[src/rtl/factory_test_mem_engine.sv]
// Command-driven scratch RAM: pointer set, write, read with registered data,
// and a multi-cycle bulk FILL that writes seed+index into every word.
module factory_test_mem_engine #(
    parameter int unsigned MemDepth     = 16,
    parameter int unsigned MemAddrWidth = 4
) (
    input  logic                    clk_i,
    input  logic                    rst_ni,
    input  logic                    ena_i,
    input  logic                    cmd_valid_i,
    input  logic [1:0]              cmd_op_i,
    input  logic [7:0]              cmd_data_i,
    output logic [7:0]              rd_data_o,
    output logic                    rd_valid_o,
    output logic                    busy_o,
    output logic [MemAddrWidth-1:0] ptr_o,
    output logic                    cmd_drop_o
);

    typedef enum logic [0:0] {StIdle, StFill} state_e;

    localparam logic [1:0] OpSetAddr = 2'd0;
    localparam logic [1:0] OpWrite   = 2'd1;
    localparam logic [1:0] OpRead    = 2'd2;
    localparam logic [1:0] OpFill    = 2'd3;

    localparam logic [MemAddrWidth-1:0] LastAddr = MemAddrWidth'(MemDepth - 1);

    state_e                  state_q, state_d;
    logic [MemAddrWidth-1:0] ptr_q, ptr_d;
    logic [MemAddrWidth-1:0] cnt_q, cnt_d;
    logic [7:0]              seed_q, seed_d;
    logic [7:0]              rd_data_q, rd_data_d;
    logic                    rd_valid_q, rd_valid_d;
    logic                    cmd_drop_q, cmd_drop_d;

    logic [7:0]              mem_q [MemDepth];
    logic                    mem_we;
    logic [MemAddrWidth-1:0] mem_waddr;
    logic [7:0]              mem_wdata;

    always_comb begin
        state_d    = state_q;
        ptr_d      = ptr_q;
        cnt_d      = cnt_q;
        seed_d     = seed_q;
        rd_data_d  = rd_data_q;
        rd_valid_d = 1'b0;
        cmd_drop_d = 1'b0;
        mem_we     = 1'b0;
        mem_waddr  = ptr_q;
        mem_wdata  = cmd_data_i;

        case (state_q)
            StIdle: begin
                if (ena_i && cmd_valid_i) begin
                    case (cmd_op_i)
                        OpSetAddr: ptr_d = cmd_data_i[MemAddrWidth-1:0];
                        OpWrite: begin
                            mem_we = 1'b1;
                            ptr_d  = ptr_q + 1'b1;
                        end
                        OpRead: begin
                            rd_data_d  = mem_q[ptr_q];
                            rd_valid_d = 1'b1;
                            ptr_d      = ptr_q + 1'b1;
                        end
                        OpFill: begin
                            seed_d  = cmd_data_i;
                            cnt_d   = '0;
                            state_d = StFill;
                        end
                        default: ;
                    endcase
                end
            end
            StFill: begin
                // Commands arriving mid-fill are rejected without touching fill progress.
                if (ena_i) begin
                    cmd_drop_d = cmd_valid_i;
                    mem_we     = 1'b1;
                    mem_waddr  = cnt_q;
                    mem_wdata  = seed_q + 8'(cnt_q);
                    cnt_d      = cnt_q + 1'b1;
                    if (cnt_q == LastAddr) begin
                        state_d = StIdle;
                        ptr_d   = '0;
                    end
                end
            end
            default: state_d = StIdle;
        endcase
    end

    always_ff @(posedge clk_i or negedge rst_ni) begin
        if (!rst_ni) begin
            state_q    <= StIdle;
            ptr_q      <= '0;
            cnt_q      <= '0;
            seed_q     <= '0;
            rd_data_q  <= '0;
            rd_valid_q <= 1'b0;
            cmd_drop_q <= 1'b0;
        end else begin
            state_q    <= state_d;
            ptr_q      <= ptr_d;
            cnt_q      <= cnt_d;
            seed_q     <= seed_d;
            rd_data_q  <= rd_data_d;
            rd_valid_q <= rd_valid_d;
            cmd_drop_q <= cmd_drop_d;
        end
    end

    // RAM is deliberately not reset so a partial fill survives an abort.
    always_ff @(posedge clk_i) begin
        if (mem_we) begin
            mem_q[mem_waddr] <= mem_wdata;
        end
    end

    assign rd_data_o  = rd_data_q;
    assign rd_valid_o = rd_valid_q;
    assign busy_o     = (state_q == StFill);
    assign ptr_o      = ptr_q;
    assign cmd_drop_o = cmd_drop_q;

endmodule
[config.mk]
export PLATFORM = sky130hd
export DESIGN_NAME = factory_test_mem_engine
export DESIGN_NICKNAME = d
export VERILOG_FILES = /design/src/rtl/factory_test_mem_engine.sv
export SDC_FILE = /design/constraint.sdc
export NUM_CORES = 1
export LEC_CHECK = 0
export CAP_MARGIN = 20
export CORE_MARGIN = 5
export CORE_UTILIZATION = 50
export DETAILED_ROUTE_END_ITERATION = 12
export HOLD_SLACK_MARGIN = 0.08
export MAX_ROUTING_LAYER = met4
export PLACE_DENSITY_LB_ADDON = 0.05
export SYNTH_ARGS = -nofsm -noshare
export SYNTH_HDL_FRONTEND = slang
export SYNTH_SLANG_ARGS = --single-unit
[constraint.sdc]
create_clock -name clk_i -period 2.8 [get_ports clk_i]
set_clock_uncertainty 0.15 [all_clocks]
set_input_delay 0.42 -clock clk_i [delete_from_list [all_inputs] [get_ports clk_i]]
set_output_delay 0.42 -clock clk_i [all_outputs]
set_load 0.01 [all_outputs]
==> results.md <==
* CP delay by family, top: adder cells
* Combinational share of power at 0.323
* Post-route ant nets at 0
* Sw Share at 0.317
* Tot Pwr at around 0.0083 W
* Site Rows at 42
* Critical path type: reg2reg
* TritonCTS clock tree: built
* PD cells at around 1100 nW/um^2
* Ys flop type: edfxtp_1
* Num CTS Buffers at 17
* Worst Path Max Fanout at 16
* Clk pwr share at 0.267
* CTS H-Tree Depth at 4
* Max Root-Sink Buffers at 2
* Postcts setup bufs at 0
* Register area share after synthesis at 0.684
* Crit Reg-Reg Startpoint: cnt_q[0]$_DFFE_PN0P_
* Resized Gates After CTS at 0
* Drt via density at between 5 and 6
* Clock Sinks at 155
* DP Wirelength at 9600 um
* Share of cells above drive strength 1 at 0.215
* Area Growth Syn to Fin at 18.9%
* Vias in the first global route at between 3k and 4k
* Worst slew pin tran at 745 ps
* Worst min path class: in2async
* Die Ht at 125 um
* Initial Util at 0.505
* First-pass GRT wire length at between 20,000 and 25,000 um
* F_max at a little over 0.4 GHz
* Most common cell after layout, fill and taps aside: edfxtp_1
* Synth top area share at 0.582
* Hold_ws at 243 ps
* Max_cap viols at 0
* Post-route cell area at 7860 um^2
* Remaining global-route overflow at 0
* Initial DRC count at between 300 and 400
* Worst path slowest cell: dfrtp_1
* ANT cells at 0
* Min Tclk post-route at ~2400 ps
* Commonest non-fill, non-tap cells in the layout: edfxtp_1 (128), nand2_1 (38), buf_4 (35)
* Largest net degree at the start of global routing at 33
* Slew Limit Fails at 0
* VDD IR-drop max at around 0.00066 V
* Area post-placement at 7280 um^2
* Switch Pwr at around 0.0026 W
* Status: completed
* Post-CTS Hold Buffers at 0
* Synth area leader: edfxtp_1
* R2R setup slack at between 300 and 400 ps
* Setup_tns at 0 ps
* Synthesized flop and latch total at around 160
* Fin. Hold Viols at 0
* Worst path buffer plus inverter count at 2
* Register clock-pin slew on the reported worst setup and hold paths at 60 ps
* CP arrival at 2400 ps
* Routed WL at 14,700 um
* Drt pass-1 iters at 4
* Cells after synthesis at between 400 and 500
* Number of port buffers at 28
* Syn Nets at ~430
* Top post-synthesis cells by area: edfxtp_1 (58%), dfrtp_1 (10%), mux4_2 (9.2%)
* Nets at 486
* Core ar. at 13,100 um^2
* Flop pwr share at 0.411
* Die width at approximately 120 um
* Average wire per standard cell at around 23 um
* Worst Setup End Kind: flop
* Synth cell types at 46
* R2R Path End: mem_q[13][6]$_DFFE_PP_
* Leak at around 2.8 nW
* Tot GR Track Use at 0.205
* Total Die Area at approximately 16,000 um^2
* CP required at ~2800 ps
* Final core occ at 0.600
* Cells along the critical path: ha_1 -> inv_1 -> fa_1 -> nor2b_1 -> o21a_1 -> o211a_1 -> o211ai_1 -> buf_4
* Final worst-path cycle share at 0.860
* Routed vias at ~3.7k
* Mapped cell area at between 6000 and 7000 um^2
* Crit start category: flop
* Remaining DRCs at 0
* Initial antenna violation count at 0
* CTS root buf: clkbuf_16
* GPL Wtd Cong at ~0.85
* Max_slew headroom at 0.499
* IO Count at 29
* Ys Warns at 0
* Ys async rst share at 0.174
* Internal power at ~0.0057 W
* Synthesized area per cell at 16.5 um^2
* RSZ-0062 raised after global routing: false
* EDFF count, synth at approximately 130
* R2r worst-path depth at 8
* Setup violators final at 0
* Crit-path max cell delay at 490 ps
* Worst-Skew Late Latency at a little over 400 ps
==> cell type report <==
| class | count | area, um^2 |
|---|---|---|
| Clock buffer | 22 | 464 |
| Inverter | 11 | 41.3 |
| Clock inverter | 10 | 115 |
| Multi-Input combinational cell | 212 | 1910 |
| Sequential cell | 155 | 4520 |
| Tap cell | 176 | 220 |
| Timing Repair Buffer | 65 | 583 |
| Fill cell | 995 | 5230 |
==> registers in the layout, summed over array words and instances (netlist names) <==
| register | flops |
|---|---|
| busy_o | 1 |
| cmd_drop_o | 1 |
| cnt_q | 4 |
| mem_q | 128 |
| ptr_o | 4 |
| rd_data_o | 8 |
| rd_valid_o | 1 |
| seed_q | 8 |
==> cell families (layout without fill, tap and decap cells) <==
group           count (synthesis)  count (layout)  synth area share
fa+ha+maj                      10              10            0.0201
xor+xnor                        3               3           0.00398
mux                            45              45             0.133
flops                         155             155             0.684
compound gates                 51              51            0.0553
simple gates                  103             103            0.0760
buf+inv                        34             108            0.0273
==> through the flow <==
step | worst slack, ps | std cells
6_report | 392 | 651
5_1_grt | 256 | 651
4_1_cts | 395 | 651
3_5_place_dp | 150 | 619
3_3_place_gp | 148 | 619
2_1_floorplan | 142 | 401
==> metal layers <==
metal | vias up | global-route usage | wire length (um)
met5 | - | - | 0
met3 | 31 | 0.0482 | 895
li1 | 1704 | - | -
met2 | 127 | 0.295 | 6610
met4 | 0 | 0.0842 | 542
met1 | 1882 | 0.286 | 6620
==> worst reg2reg max path: stages, from the launching register on <==
cell and delay (ps):
dfrtp_1 490, ha_1 220, inv_1 50, fa_1 400
nor2b_1 140, o21a_1 190, o211a_1 160, o211ai_1 100
buf_4 230
==> cells in the mapped netlist, types with 4 or more instances <==
| master | number |
|---|---|
| ha_1 | 9 |
| nor3b_1 | 7 |
| and3_1 | 5 |
| nor3_1 | 10 |
| nand2_1 | 38 |
| edfxtp_1 | 128 |
| mux4_1 | 5 |
| o21ai_0 | 15 |
| inv_1 | 11 |
| a21oi_1 | 5 |
| clkbuf_1 | 8 |
| a31oi_1 | 4 |
| nand3_1 | 11 |
| mux2i_1 | 5 |
| buf_2 | 8 |
| a221o_1 | 6 |
| dfrtp_1 | 27 |
| a22o_1 | 6 |
| mux4_2 | 27 |
| mux2_2 | 8 |
| nor2_1 | 19 |
==> worst max-delay path by stage <==
stage | start | endpoint | slack (ps) | cells after the start
global route | cnt_q[0]$_DFFE_PN0P_ | mem_q[11][4]$_DFFE_PP_ | 260 | 8
CTS | cnt_q[0]$_DFFE_PN0P_ | mem_q[4][6]$_DFFE_PP_ | 390 | 8
detailed placement | ena_i | mem_q[11][6]$_DFFE_PP_ | 150 | 7
floorplan | cnt_q[0]$_DFFE_PN0P_ | mem_q[0][4]$_DFFE_PP_ | 140 | 7
finish | cnt_q[0]$_DFFE_PN0P_ | mem_q[13][6]$_DFFE_PP_ | 390 | 8
global placement | ena_i | mem_q[3][2]$_DFFE_PP_ | 150 | 7
==> power groups by stage <==
stage	clock network, W	registers (W)	logic (W)
final	0.00222	0.00342	0.00269
after global routing	0.00238	0.00346	0.00295
after CTS	0.00227	0.00342	0.00273
after detailed placement	0	0.00346	0.00272
after global placement	0	0.00346	0.00270
after floorplan	0	0.00339	0.00169
No activity file was read; power rests on OpenSTA's default activity.
